--- config.mk ---
export PLATFORM = sky130hd
export DESIGN_NAME = wrap_request_gen
export DESIGN_NICKNAME = d
export VERILOG_FILES = /design/src/rtl/wrap_req_pkg.sv /design/src/rtl/wrap_threshold_cmp.sv /design/src/rtl/wrap_request_gen.sv
export SDC_FILE = /design/constraint.sdc
export NUM_CORES = 1
export LEC_CHECK = 0
export ABC_AREA = 1
export ABC_CLOCK_PERIOD_IN_PS = 1800
export CAP_MARGIN = 20
export CORE_UTILIZATION = 44
export CTS_CLUSTER_DIAMETER = 120
export DETAILED_ROUTE_END_ITERATION = 10
export GPL_TIMING_DRIVEN = 0
export MAX_ROUTING_LAYER = met4
export PLACE_DENSITY = 0.78
export SKIP_LAST_GASP = 1
export SYNTH_ARGS = -nofsm -noshare
export SYNTH_HDL_FRONTEND = slang
export SYNTH_SLANG_ARGS = --single-unit
--- constraint.sdc ---
create_clock -name i_clk -period 1.8 [get_ports i_clk]
set_input_delay 0.27 -clock i_clk [delete_from_list [all_inputs] [get_ports i_clk]]
set_output_delay 0.27 -clock i_clk [all_outputs]
set_load 0.1 [all_outputs]
--- src/rtl/wrap_req_pkg.sv ---
// Shared types and default constants for the counter-wrap request generator.
package wrap_req_pkg;

  typedef enum logic [2:0] {
    IDLE  = 3'd0,
    RUN   = 3'd1,
    ARM   = 3'd2,
    CHECK = 3'd3,
    FAULT = 3'd4
  } wrap_state_t;

  localparam int DEF_MS_BIT  = 16;
  localparam int DEF_RST_VAL = 1 << 12;

endpackage

--- src/rtl/wrap_threshold_cmp.sv ---
// Combinational threshold decode of the returned counter value.
module wrap_threshold_cmp #(
  parameter int MS_BIT  = 16,
  parameter int RST_VAL = 1 << 12,
  parameter int DNG_VAL = RST_VAL + 1
) (
  input  logic [MS_BIT:0] i_cnt_in,
  output logic            o_at_arm,
  output logic            o_past_arm,
  output logic            o_danger,
  output logic            o_is_wrapped
);

  // Arm point sits two below RST_VAL: one edge to enter ARM, one edge for the wrap itself.
  localparam logic [MS_BIT:0] ARM_V = (MS_BIT+1)'(RST_VAL - 2);
  localparam logic [MS_BIT:0] DNG_V = (MS_BIT+1)'(DNG_VAL);
  localparam logic [MS_BIT:0] ONE_V = (MS_BIT+1)'(1);

  // Unsigned compares at counter width.
  always_comb begin
    o_at_arm     = (i_cnt_in == ARM_V);
    o_past_arm   = (i_cnt_in >  ARM_V);
    o_danger     = (i_cnt_in >= DNG_V);
    o_is_wrapped = (i_cnt_in <= ONE_V);
  end

endmodule

--- src/rtl/wrap_request_gen.sv ---
// Initiator for the enable/req1/req2 counter-wrap protocol with wrap counting and sticky fault.
module wrap_request_gen
  import wrap_req_pkg::*;
#(
  parameter int MS_BIT  = DEF_MS_BIT,
  parameter int RST_VAL = DEF_RST_VAL,
  parameter int DNG_VAL = RST_VAL + 1,
  parameter int WRAP_W  = 8
) (
  input  logic              i_clk,
  input  logic              i_rst,
  input  logic              i_start,
  input  logic              i_stop,
  input  logic [MS_BIT:0]   i_cnt_in,
  output logic              o_enable,
  output logic              o_req1,
  output logic              o_req2,
  output logic              o_busy,
  output logic [WRAP_W-1:0] o_wrap_count,
  output logic              o_fault
);

  wrap_state_t       r_state, w_nxt_state;
  logic              r_stop_pend, w_nxt_pend;
  logic              r_just_wrapped;
  logic              r_enable, r_req, r_busy, r_fault;
  logic [WRAP_W-1:0] r_wrap_count;
  logic              w_inc;
  logic              w_at_arm, w_past_arm, w_danger, w_is_wrapped;

  wrap_threshold_cmp #(
    .MS_BIT  (MS_BIT),
    .RST_VAL (RST_VAL),
    .DNG_VAL (DNG_VAL)
  ) u_cmp (
    .i_cnt_in     (i_cnt_in),
    .o_at_arm     (w_at_arm),
    .o_past_arm   (w_past_arm),
    .o_danger     (w_danger),
    .o_is_wrapped (w_is_wrapped)
  );

  // Next-state decision; fault triggers override every other transition.
  always_comb begin
    w_nxt_state = r_state;
    w_nxt_pend  = r_stop_pend;
    w_inc       = 1'b0;
    case (r_state)
      IDLE: begin
        if (i_start) w_nxt_state = RUN;
      end
      RUN: begin
        // Right after a wrap the counter may legitimately sit above the arm point (tiny RST_VAL).
        if (w_danger || (w_past_arm && !r_just_wrapped)) begin
          w_nxt_state = FAULT;
        end else if (w_at_arm) begin
          w_nxt_state = ARM;
          if (i_stop) w_nxt_pend = 1'b1;
        end else if (i_stop) begin
          w_nxt_state = IDLE;
        end
      end
      ARM: begin
        if (w_danger) begin
          w_nxt_state = FAULT;
        end else begin
          w_nxt_state = CHECK;
          if (i_stop) w_nxt_pend = 1'b1;
        end
      end
      CHECK: begin
        if (w_danger || !w_is_wrapped) begin
          w_nxt_state = FAULT;
        end else begin
          w_inc       = 1'b1;
          w_nxt_state = (r_stop_pend || i_stop) ? IDLE : RUN;
          w_nxt_pend  = 1'b0;
        end
      end
      FAULT:   w_nxt_state = FAULT;
      default: w_nxt_state = FAULT;
    endcase
  end

  // State and registered outputs, all decoded from the next state so they land together.
  always_ff @(posedge i_clk) begin
    if (i_rst) begin
      r_state        <= IDLE;
      r_stop_pend    <= 1'b0;
      r_just_wrapped <= 1'b0;
      r_enable       <= 1'b0;
      r_req          <= 1'b0;
      r_busy         <= 1'b0;
      r_fault        <= 1'b0;
      r_wrap_count   <= '0;
    end else begin
      r_state        <= w_nxt_state;
      r_stop_pend    <= w_nxt_pend;
      r_just_wrapped <= (r_state == CHECK) && (w_nxt_state == RUN);
      r_enable       <= (w_nxt_state == RUN) || (w_nxt_state == ARM) || (w_nxt_state == CHECK);
      r_busy         <= (w_nxt_state == RUN) || (w_nxt_state == ARM) || (w_nxt_state == CHECK);
      r_req          <= (w_nxt_state == ARM);
      r_fault        <= (w_nxt_state == FAULT);
      if (w_inc) r_wrap_count <= r_wrap_count + WRAP_W'(1);
    end
  end

  assign o_enable     = r_enable;
  assign o_req1       = r_req;
  assign o_req2       = r_req;
  assign o_busy       = r_busy;
  assign o_fault      = r_fault;
  assign o_wrap_count = r_wrap_count;

endmodule

==> metrics, run 1 <==
status finished clean; Sinks on Clock Net 16; leakage 0.618 nW; I/O pin count 34; routability cong. 0.923; skew final 0.00503 ns; Area Overhead vs Synth 40.1%; Clock Path Buffers 2; syn nets 173; RSZ-0062 raised after global routing false; area leader, netlist dfxtp_1; H-tree levels 1; simple-gate share of the synthesized area 45.1%; Post-Synthesis Cells 151; final net count 211; initial antenna violation count 0; Die Ht 49.1 um; Top delay family on crit path buffers and inverters; Starting Density 48.3%; fraction of layout cells with a size suffix above 1 16.0%; first-pass GRT wire length 3570 um; Residual DRC 0; relative slew slack 36.0%; CP endpoint kind primary output; insertion delay of the later-clocked pin in the worst-skew pair 0.28 ns; Hold Vio Cnt, Final 0; CP arrival 1.48 ns; Period minus WS final 1.75 ns; 1st-iter DRT viols 15; Routed WL 2080 um; logic gate share of total power 20.2%; worst hold path type register to register; top cells by area, synth dfxtp_1 33%, nand2_1 12%, nor2_1 10%; post-synth top area share 32.8%; min setup slack post-route 0.0465 ns; post-detailed-route count of antenna-violating nets 0; Port Buffer Count 33; commonest non-fill, non-tap cell in the layout nand2_1; crit start category register; most frequent cells in the layout 31 x nand2_1, 26 x nor2_1, 22 x inv_1, 20 x clkdlybuf4s50_1, 11 x dfxtp_1; Max Cap Violations 0; total CTS buffers 3; Die X-Extent 49.1 um; largest family of logic cells by synthesized area simple AND/OR/NAND/NOR gates; dpl ws -0.0851 ns; antenna cell count 0; Post-Synth Adder-Cell Area 1.28%; Seq pwr share 48.6%; clock network power share 31.2%; placed insts 211; GRT Util Overall 18.8%; Synth Warn # 0; WP data required 1.53 ns; ratio of total power to cell area 552 mW/mm^2; maximum fanout along the worst path 3; Finished Layout Cells 215; critical path buffer and inverter count 1; worst slew pin tran 0.964 ns; Netlist Area Pre-Place 976 um^2; CP cell instances dlygate4sd2_1; post-synthesis mux area share 0%; VDD IR-drop max 0.576 mV; syn_area_per_cell 6.46 um^2; f_max 570 MHz; via count 1015; WS Path Type register to primary output; core area 0.00202 mm^2; number of global-route vias before repair 902; dpl hpwl 1690 um; drt wl/cell 9.66 um; slowest cell on the critical path dlygate4sd2_1; GRT overflow 0; Synth Area in Compound Gates 10.0%; synth unique cells 23; Worst path max stage delay 0.85 ns; die area 0.00241 mm^2; Switching Fraction 27.0%; Placement Rows 16; post-synthesis xor/xnor area fraction 0%; largest net degree at the start of global routing 10; Internal Power 0.551 mW; number of setup violations in the final report 0; 1st-pass router iterations 4; Root Driver clkbuf_4; sequential fraction of the synthesis area 32.8%; Seq cells post-synth 16; max-slew violation count 0; vias per cell 4.72; switching pwr 0.204 mW; Clock transition at path regs 0.10 ns; Tcrit/Tclk final 97.4%; CTS tree built
==> synthesized netlist by cell type <==
library cell,number
nand4_1,3
o21a_1,2
and2_1,1
dfxtp_1,16
nand3b_1,2
nor3_1,4
nor3_2,2
ha_1,1
inv_2,2
nor2_1,26
nor2_2,4
nor3b_1,1
nor2_4,3
nand3_2,1
nand2_2,2
a21oi_1,10
nand2_1,31
inv_1,22
o21ai_0,5
nand3_1,9
buf_4,2
a21boi_0,1
nand4_2,1
==> repair_timing <==
action,CTS,global route
cloned,0,0
setup buffers,0,0
gates resized for setup,17,7
hold buffers,0,0
setup endpoints to repair,13,5
==> area by class of cell <==
class | instances | area, um^2
Buffer | 2 | 15.0
Sequential cell | 16 | 327
Multi-Input combinational cell | 109 | 551
Fill cell | 190 | 654
Tap cell | 27 | 33.8
Clock buffer | 4 | 36.3
Timing Repair Buffer | 33 | 315
Inverter | 24 | 90.1
==> layer usage <==
| metal | part of all wire [%] | GRT usage (%) |
|---|---|---|
| met1 | 48 | 22.5 |
| met2 | 47 | 32.6 |
| met4 | 0.43 | 2.94 |
| met5 | 0 | - |
| met3 | 3.7 | 3.74 |
==> worst register-to-register path: cells and delay by family, from the launching register on <==
family          cells  cell delay (ns)
simple gates        7             0.82
compound gates      1             0.08
buf+inv             2             0.11
flops               1             0.37
==> power groups by stage <==
stage,combinational [mW],sequential [mW],clock (mW)
2_1_floorplan,0.0609,0.398,0
3_3_place_gp,0.153,0.375,0
3_5_place_dp,0.155,0.375,0
4_1_cts,0.153,0.367,0.241
5_1_grt,0.166,0.368,0.259
6_report,0.153,0.367,0.236
==> logic make-up after synthesis <==
group,Yosys count
DFF,16
and+or+nand+nor,90
AOI/OAI and AO/OA,18
adders and majority gates,1
buffers and inverters,26
==> metrics by stage <==
stage	cell area [um^2]	power, mW	util, %	setup TNS, ns	hold WS [ns]
floorplan	982	0.459	-	0	0.339
global route	1370	0.792	67.6	0	0.530
CTS	1370	0.761	67.8	-0.0768	0.494
detailed placement	1350	0.530	66.6	-0.402	0.476
finish	1370	0.755	67.6	0	0.491
global placement	1350	0.528	66.6	-0.146	0.471
==> registers in the layout (all words and copies together) (netlist names) <==
signal and cells:
r_stop_pend 1, o_wrap_count 8, o_req1 1, o_fault 1, o_busy 1, r_state 3
r_just_wrapped 1
==> path summary, 6_finish.rpt <==
path | cells after the start | to | from | slack (ns)
max | 1 | o_wrap_count[1] | o_wrap_count[1]$_SDFFE_PP0P_ | 0.05
min | 2 | o_wrap_count[1]$_SDFFE_PP0P_ | o_wrap_count[1]$_SDFFE_PP0P_ | 0.49
max reg2reg | 10 | o_wrap_count[5]$_SDFFE_PP0P_ | r_state[1]$_SDFF_PP0_ | 0.33
min reg2reg | 2 | o_wrap_count[1]$_SDFFE_PP0P_ | o_wrap_count[1]$_SDFFE_PP0P_ | 0.49
No activity file was read; power rests on OpenSTA's default activity.
==> run 2: changes to the inputs <==
--- a/config.mk
+++ b/config.mk
@@ -9,7 +9,6 @@
 export ABC_CLOCK_PERIOD_IN_PS = 1800
 export CAP_MARGIN = 20
 export CORE_UTILIZATION = 44
-export CTS_CLUSTER_DIAMETER = 120
 export DETAILED_ROUTE_END_ITERATION = 10
 export GPL_TIMING_DRIVEN = 0
 export MAX_ROUTING_LAYER = met4
==> results of run 2 <==
No change in the layout: final DEF, timing and power equal those of run 1.
==> run 3: changes to the inputs <==
--- a/config.mk
+++ b/config.mk
@@ -9,6 +9,7 @@
 export ABC_CLOCK_PERIOD_IN_PS = 1800
 export CAP_MARGIN = 20
 export CORE_UTILIZATION = 44
+export CTS_CLUSTER_DIAMETER = 150
 export DETAILED_ROUTE_END_ITERATION = 10
 export GPL_TIMING_DRIVEN = 0
 export MAX_ROUTING_LAYER = met4
==> results of run 3 <==
No change in the layout: final DEF, timing and power equal those of run 1.
